## src/rtl/sqrt_result_pack.sv

```systemverilog
// rtl/sqrt_result_pack.sv - FP16 square-root result packer: special/zero bypass, core launch, timeout, output hold
//
// Takes one operand from the special-value classifier. NaN/Inf and zero
// operands bypass the core and are packed directly. Normal and subnormal
// operands are latched and handed to the sqrt core. The packed FP16 result is
// then held on out_data until the downstream handshake completes.
//
// Ports:
//   clk, rst                     clock, synchronous active-high reset
//   s_valid / in_ready           operand handshake (in_ready only in IDLE)
//   is_nan .. is_subnormal       classifier flags
//   sign_in, exp_in, mant_in     classifier-adjusted FP16 fields
//   core_start                   one-cycle launch pulse to the sqrt core
//   core_exp, core_mant, core_sub  operand held for the core while it runs
//   core_done, res_exp, res_mant core completion and result
//   out_valid, out_data          packed result {sign, exp, mant}
//   out_ready                    downstream accept
//   status[2:0]                  {timeout, special, invalid}; only present
//                                when SQRT_PACK_STATUS_EN is defined
module sqrt_result_pack #(
   parameter int unsigned TIMEOUT = 47
) (
   input  logic        clk,
   input  logic        rst,
   input  logic        s_valid,
   output logic        in_ready,
   input  logic        is_nan,
   input  logic        is_pinf,
   input  logic        is_ninf,
   input  logic        is_normal,
   input  logic        is_subnormal,
   input  logic        sign_in,
   input  logic [4:0]  exp_in,
   input  logic [9:0]  mant_in,
   output logic        core_start,
   output logic [4:0]  core_exp,
   output logic [9:0]  core_mant,
   output logic        core_sub,
   input  logic        core_done,
   input  logic [4:0]  res_exp,
   input  logic [9:0]  res_mant,
   output logic        out_valid,
   output logic [15:0] out_data,
   input  logic        out_ready
`ifdef SQRT_PACK_STATUS_EN
   ,
   output logic [2:0]  status
`endif
);

   typedef enum logic [1:0] {
      IDLE      = 2'd0,
      CORE_WAIT = 2'd1,
      OUT_HOLD  = 2'd2
   } state_t;

   localparam logic [5:0]  TIMEOUT_CNT = 6'(TIMEOUT);
   localparam logic [15:0] QNAN        = 16'h7E00;

   state_t     state;
   logic [5:0] cnt;
   logic [5:0] cnt_next;
   logic       is_special;
   logic       is_finite;

   assign in_ready   = (state == IDLE);
   assign cnt_next   = cnt + 6'd1;
   assign is_special = is_nan | is_pinf | is_ninf;
   assign is_finite  = is_normal | is_subnormal;

   always_ff @(posedge clk) begin
      if (rst) begin
         state      <= IDLE;
         cnt        <= 6'd0;
         core_start <= 1'b0;
         core_exp   <= 5'd0;
         core_mant  <= 10'd0;
         core_sub   <= 1'b0;
         out_valid  <= 1'b0;
         out_data   <= 16'd0;
`ifdef SQRT_PACK_STATUS_EN
         status     <= 3'b000;
`endif
      end else begin
         // core_start is a single-cycle pulse: only the accept branch sets it
         core_start <= 1'b0;
         case (state)
            IDLE: begin
               if (s_valid) begin
                  if (is_special) begin
                     out_data  <= {sign_in, exp_in, mant_in};
                     out_valid <= 1'b1;
                     state     <= OUT_HOLD;
`ifdef SQRT_PACK_STATUS_EN
                     // a negative operand comes out of the classifier as a signed NaN
                     status    <= {1'b0, 1'b1, is_nan & sign_in};
`endif
                  end else if (is_finite) begin
                     core_exp   <= exp_in;
                     core_mant  <= mant_in;
                     core_sub   <= is_subnormal;
                     core_start <= 1'b1;
                     cnt        <= 6'd0;
                     state      <= CORE_WAIT;
                  end else begin
                     // sqrt(+-0) = +-0
                     out_data  <= {sign_in, 15'd0};
                     out_valid <= 1'b1;
                     state     <= OUT_HOLD;
`ifdef SQRT_PACK_STATUS_EN
                     status    <= 3'b010;
`endif
                  end
               end
            end
            CORE_WAIT: begin
               // core_done wins even on the cycle the counter would expire
               if (core_done) begin
                  out_data  <= {1'b0, res_exp, res_mant};
                  out_valid <= 1'b1;
                  state     <= OUT_HOLD;
`ifdef SQRT_PACK_STATUS_EN
                  status    <= 3'b000;
`endif
               end else begin
                  cnt <= cnt_next;
                  if (cnt_next == TIMEOUT_CNT) begin
                     out_data  <= QNAN;
                     out_valid <= 1'b1;
                     state     <= OUT_HOLD;
`ifdef SQRT_PACK_STATUS_EN
                     status    <= 3'b101;
`endif
                  end
               end
            end
            OUT_HOLD: begin
               if (out_ready) begin
                  out_valid <= 1'b0;
                  state     <= IDLE;
               end
            end
            default: begin
               out_valid <= 1'b0;
               state     <= IDLE;
            end
         endcase
      end
   end

endmodule

```

## config.mk

```make
export PLATFORM = sky130hd
export DESIGN_NAME = sqrt_result_pack
export DESIGN_NICKNAME = d
export VERILOG_FILES = /design/src/rtl/sqrt_result_pack.sv
export SDC_FILE = /design/constraint.sdc
export NUM_CORES = 1
export LEC_CHECK = 0
export CAP_MARGIN = 15
export CORE_MARGIN = 4
export CORE_UTILIZATION = 35
export CTS_CLUSTER_SIZE = 24
export DETAILED_ROUTE_END_ITERATION = 7
export GPL_TIMING_DRIVEN = 0
export PLACE_DENSITY = 0.7
export SLEW_MARGIN = 40
export SYNTH_ARGS = -nofsm -noshare
export SYNTH_HDL_FRONTEND = slang
export SYNTH_SLANG_ARGS = --single-unit
```

## constraint.sdc

```tcl
create_clock -name clk -period 1.96 [get_ports clk]
set_input_delay 0.49 -clock clk [delete_from_list [all_inputs] [get_ports clk]]
set_output_delay 0.49 -clock clk [all_outputs]
set_load 0.005 [all_outputs]
```

==> impl_metrics.yaml <==
critical_path:
  crit_required_ns: 2.13
  critPathSlowestCell: "or4_4"
  cp_cell_sequence: "clkdlybuf4s50_1, nor2_4, or4_4, buf_8, a31oi_1, nor2_1"
  cp-start-kind: "input port"
  worstPathArrival_ns: 2.05
  setup.worst_path.class: "in2reg"
  crit_path_max_incr_delay_ns: 0.60
  endpoint_kind: "register"
  path_max_fanout: 5
yosys:
  synth_cells: 224
  synth_adder_area_share: 0.0133
  synth_top_family_by_area: "compound AO/OA/AOI/OAI gates"
  synth_area_leader_cell: "dfxtp_1"
  yosys-mux-area-fraction: 0.00599
  postSynthAreaPerCell_sq_um: 8.40
  syn-cell-area_sq_um: 1880
  synth-simple-area-share: 0.192
  synth_warnings: 0
  synth_area_leaders: "dfxtp_1, nand2_1, a21oi_1"
  synth_compound_area_frac: 0.263
  synth_xor_area_frac: 0.00466
  syn_nets: 267
  synth_seq_cells: 42
  yosysTopAreaCellShare: 0.447
  yosysUniqueCellTypes: 37
  ys_seq_area_frac: 0.447
floorplanning:
  start_util: 0.364
  die_x_um: 81.3
  fp.coreArea_sq_um: 5170
  pin_count: 76
  row_count: 26
  die_h_um: 81.3
  dieArea_sq_um: 6610
finish:
  area_growth_pct: 57.0
  layout_common_cells: "clkdlybuf4s50_1, nand2_1, dfxtp_1, nor2_1, a21oi_1"
  drive_gt1_frac: 0.144
  layout.nets: 355
  final_common_cell: "clkdlybuf4s50_1"
  diodes: 0
  design_area_sq_um: 2950
  final_cells: 382
placed_design:
  hpwl_mm: 4.38
  port_buffers: 73
  place_congestion: 0.855
  placed_area_sq_um: 2700
  pre_cts_ws_ns: -0.495
  post-place-cells: 367
cts:
  numCtsBuffers: 5
  cts.clk_slew.worst_paths_ns: 0.08
  clock-sinks: 42
  insertion_delay_ns: 0.29
  cts_tree: "yes"
  root_buffer: "clkbuf_8"
  clock_path_buffers: 2
  hold_buffers: 0
  htreeDepth: 2
timing:
  hold_viol_final: 0
  worstMarginPinSlew_ns: 0.544
  setup_tns_ns: 0
  timing.final.crit_share: 0.960
  setup_viol_count_final: 0
  slew_violations: 0
  fin_skew_ns: 0.00685
  max_slew_margin: 0.637
  period_minus_slack_ns: 1.88
  max_freq_mhz: 531
  setup_ws_ns: 0.0776
global_routing:
  grtUsageTotal: 0.179
  grt_pass1_wl_mm: 9.05
  grt_pass1_vias: 1804
  antenna_found_initial: 0
  grt-ovfl-total: 0
  grt_max_degree: 12
pwr:
  leakagePower_uw: 0.00107
  p_per_area_nw_per_um2: 621
  peakVddDrop_mv: 0.434
drt:
  drc: 0
  initialDrtViolationCount: 113
  wl_per_cell_um: 15.2
  wl_mm: 5.81
  drt_first_pass_iters: 4
  ant_nets: 0
  via_per_inst: 4.91
  vias: 1877
min_path:
  hold_class: "reg2reg"
job:
  drv_cap: 0
status:
  status: "finished clean"
==> worst max-delay path: cells and delay by family <==
family                 cells  cell delay [ns]
buffers and inverters      2             0.68
AOI/OAI and AO/OA          1             0.16
and+or+nand+nor            3             0.71
==> metrics by stage <==
step	total power, uW	hold slack (ns)	utilization
6_report	1830	0.458	0.571
5_1_grt	1910	0.470	0.571
4_1_cts	1840	0.457	0.558
3_5_place_dp	1300	0.447	0.522
3_3_place_gp	1290	0.443	0.522
2_1_floorplan	1090	0.453	-
==> cell usage after synthesis, drive strengths merged <==
library cell and instances:
or3b 1, o21ba 1, o21ai 1, or3 1
or4 1, a21boi 1, mux2 1, a41oi 2
o21bai 1, ha 2, nor3 1, dfxtp 42
a311oi 3, o21a 1, inv 9, nand2 38
or2b 1, a211oi 15, nand3 4, and3 1
xor2 1, nor4 1, a21oi 28, nand2b 2
a221oi 2, nor3b 1, a31oi 7, a22oi 9
nor2 28, and2 1, clkbuf 7, buf 10
==> power breakdown <==
part | total [uW] | leakage (uW) | switching (uW) | internal, uW
Clock | 526 | 0.0000383 | 280 | 246
Sequential | 923 | 0.000345 | 26.5 | 896
Combinational | 386 | 0.000682 | 156 | 230
==> path summary, 6_finish.rpt <==
kind	slack [ns]	start	to	cells past startpoint
worst max register to register	0.10	cnt[0]$_SDFFE_PP0P_	out_data[3]$_SDFFE_PP0P_	8
worst min-delay path	0.46	core_exp[1]$_SDFFE_PP0P_	core_exp[1]$_SDFFE_PP0P_	2
worst max-delay path	0.08	is_normal	cnt[1]$_SDFFE_PP0P_	6
worst min register to register	0.46	core_exp[1]$_SDFFE_PP0P_	core_exp[1]$_SDFFE_PP0P_	2
==> logic make-up (layout without fill, tap and decap cells) <==
group | after synthesis | in the layout
flops | 42 | 42
buf+inv | 26 | 114
compound gates | 71 | 71
mux | 1 | 1
xor+xnor | 1 | 1
fa+ha+maj | 2 | 2
simple gates | 81 | 81
==> layout make-up <==
cell class                 count  area (sq um)
buffer                        17           121
clock buffer                   7          76.3
fill                         465          2220
inverter                       9          33.8
multi-input combinational    156           967
sequential                    42           850
tap                           70          87.6
timing repair buffer          81           816
==> per-layer routing <==
metal	up-vias	track usage	part of all wire
met3	8	0.0333	0.045
met1	855	0.247	0.46
li1	962	-	-
met4	0	0.0507	0.014
met2	52	0.285	0.48
met5	-	0	0
==> timing repair <==
| item | in CTS | in global routing |
|---|---|---|
| buffers inserted | 5 | 1 |
| resized for setup | 18 | 16 |
| endpoints found under the setup margin | 42 | 30 |
| pin swaps | 6 | 4 |
| cloned | 1 | 1 |
==> registers in the layout, summed over array words and instances (netlist names) <==
register    count
out_valid       1
out_data       16
state           2
core_mant      10
core_sub        1
cnt             6
core_exp        5
core_start      1
(Power assumes the default switching activity.)
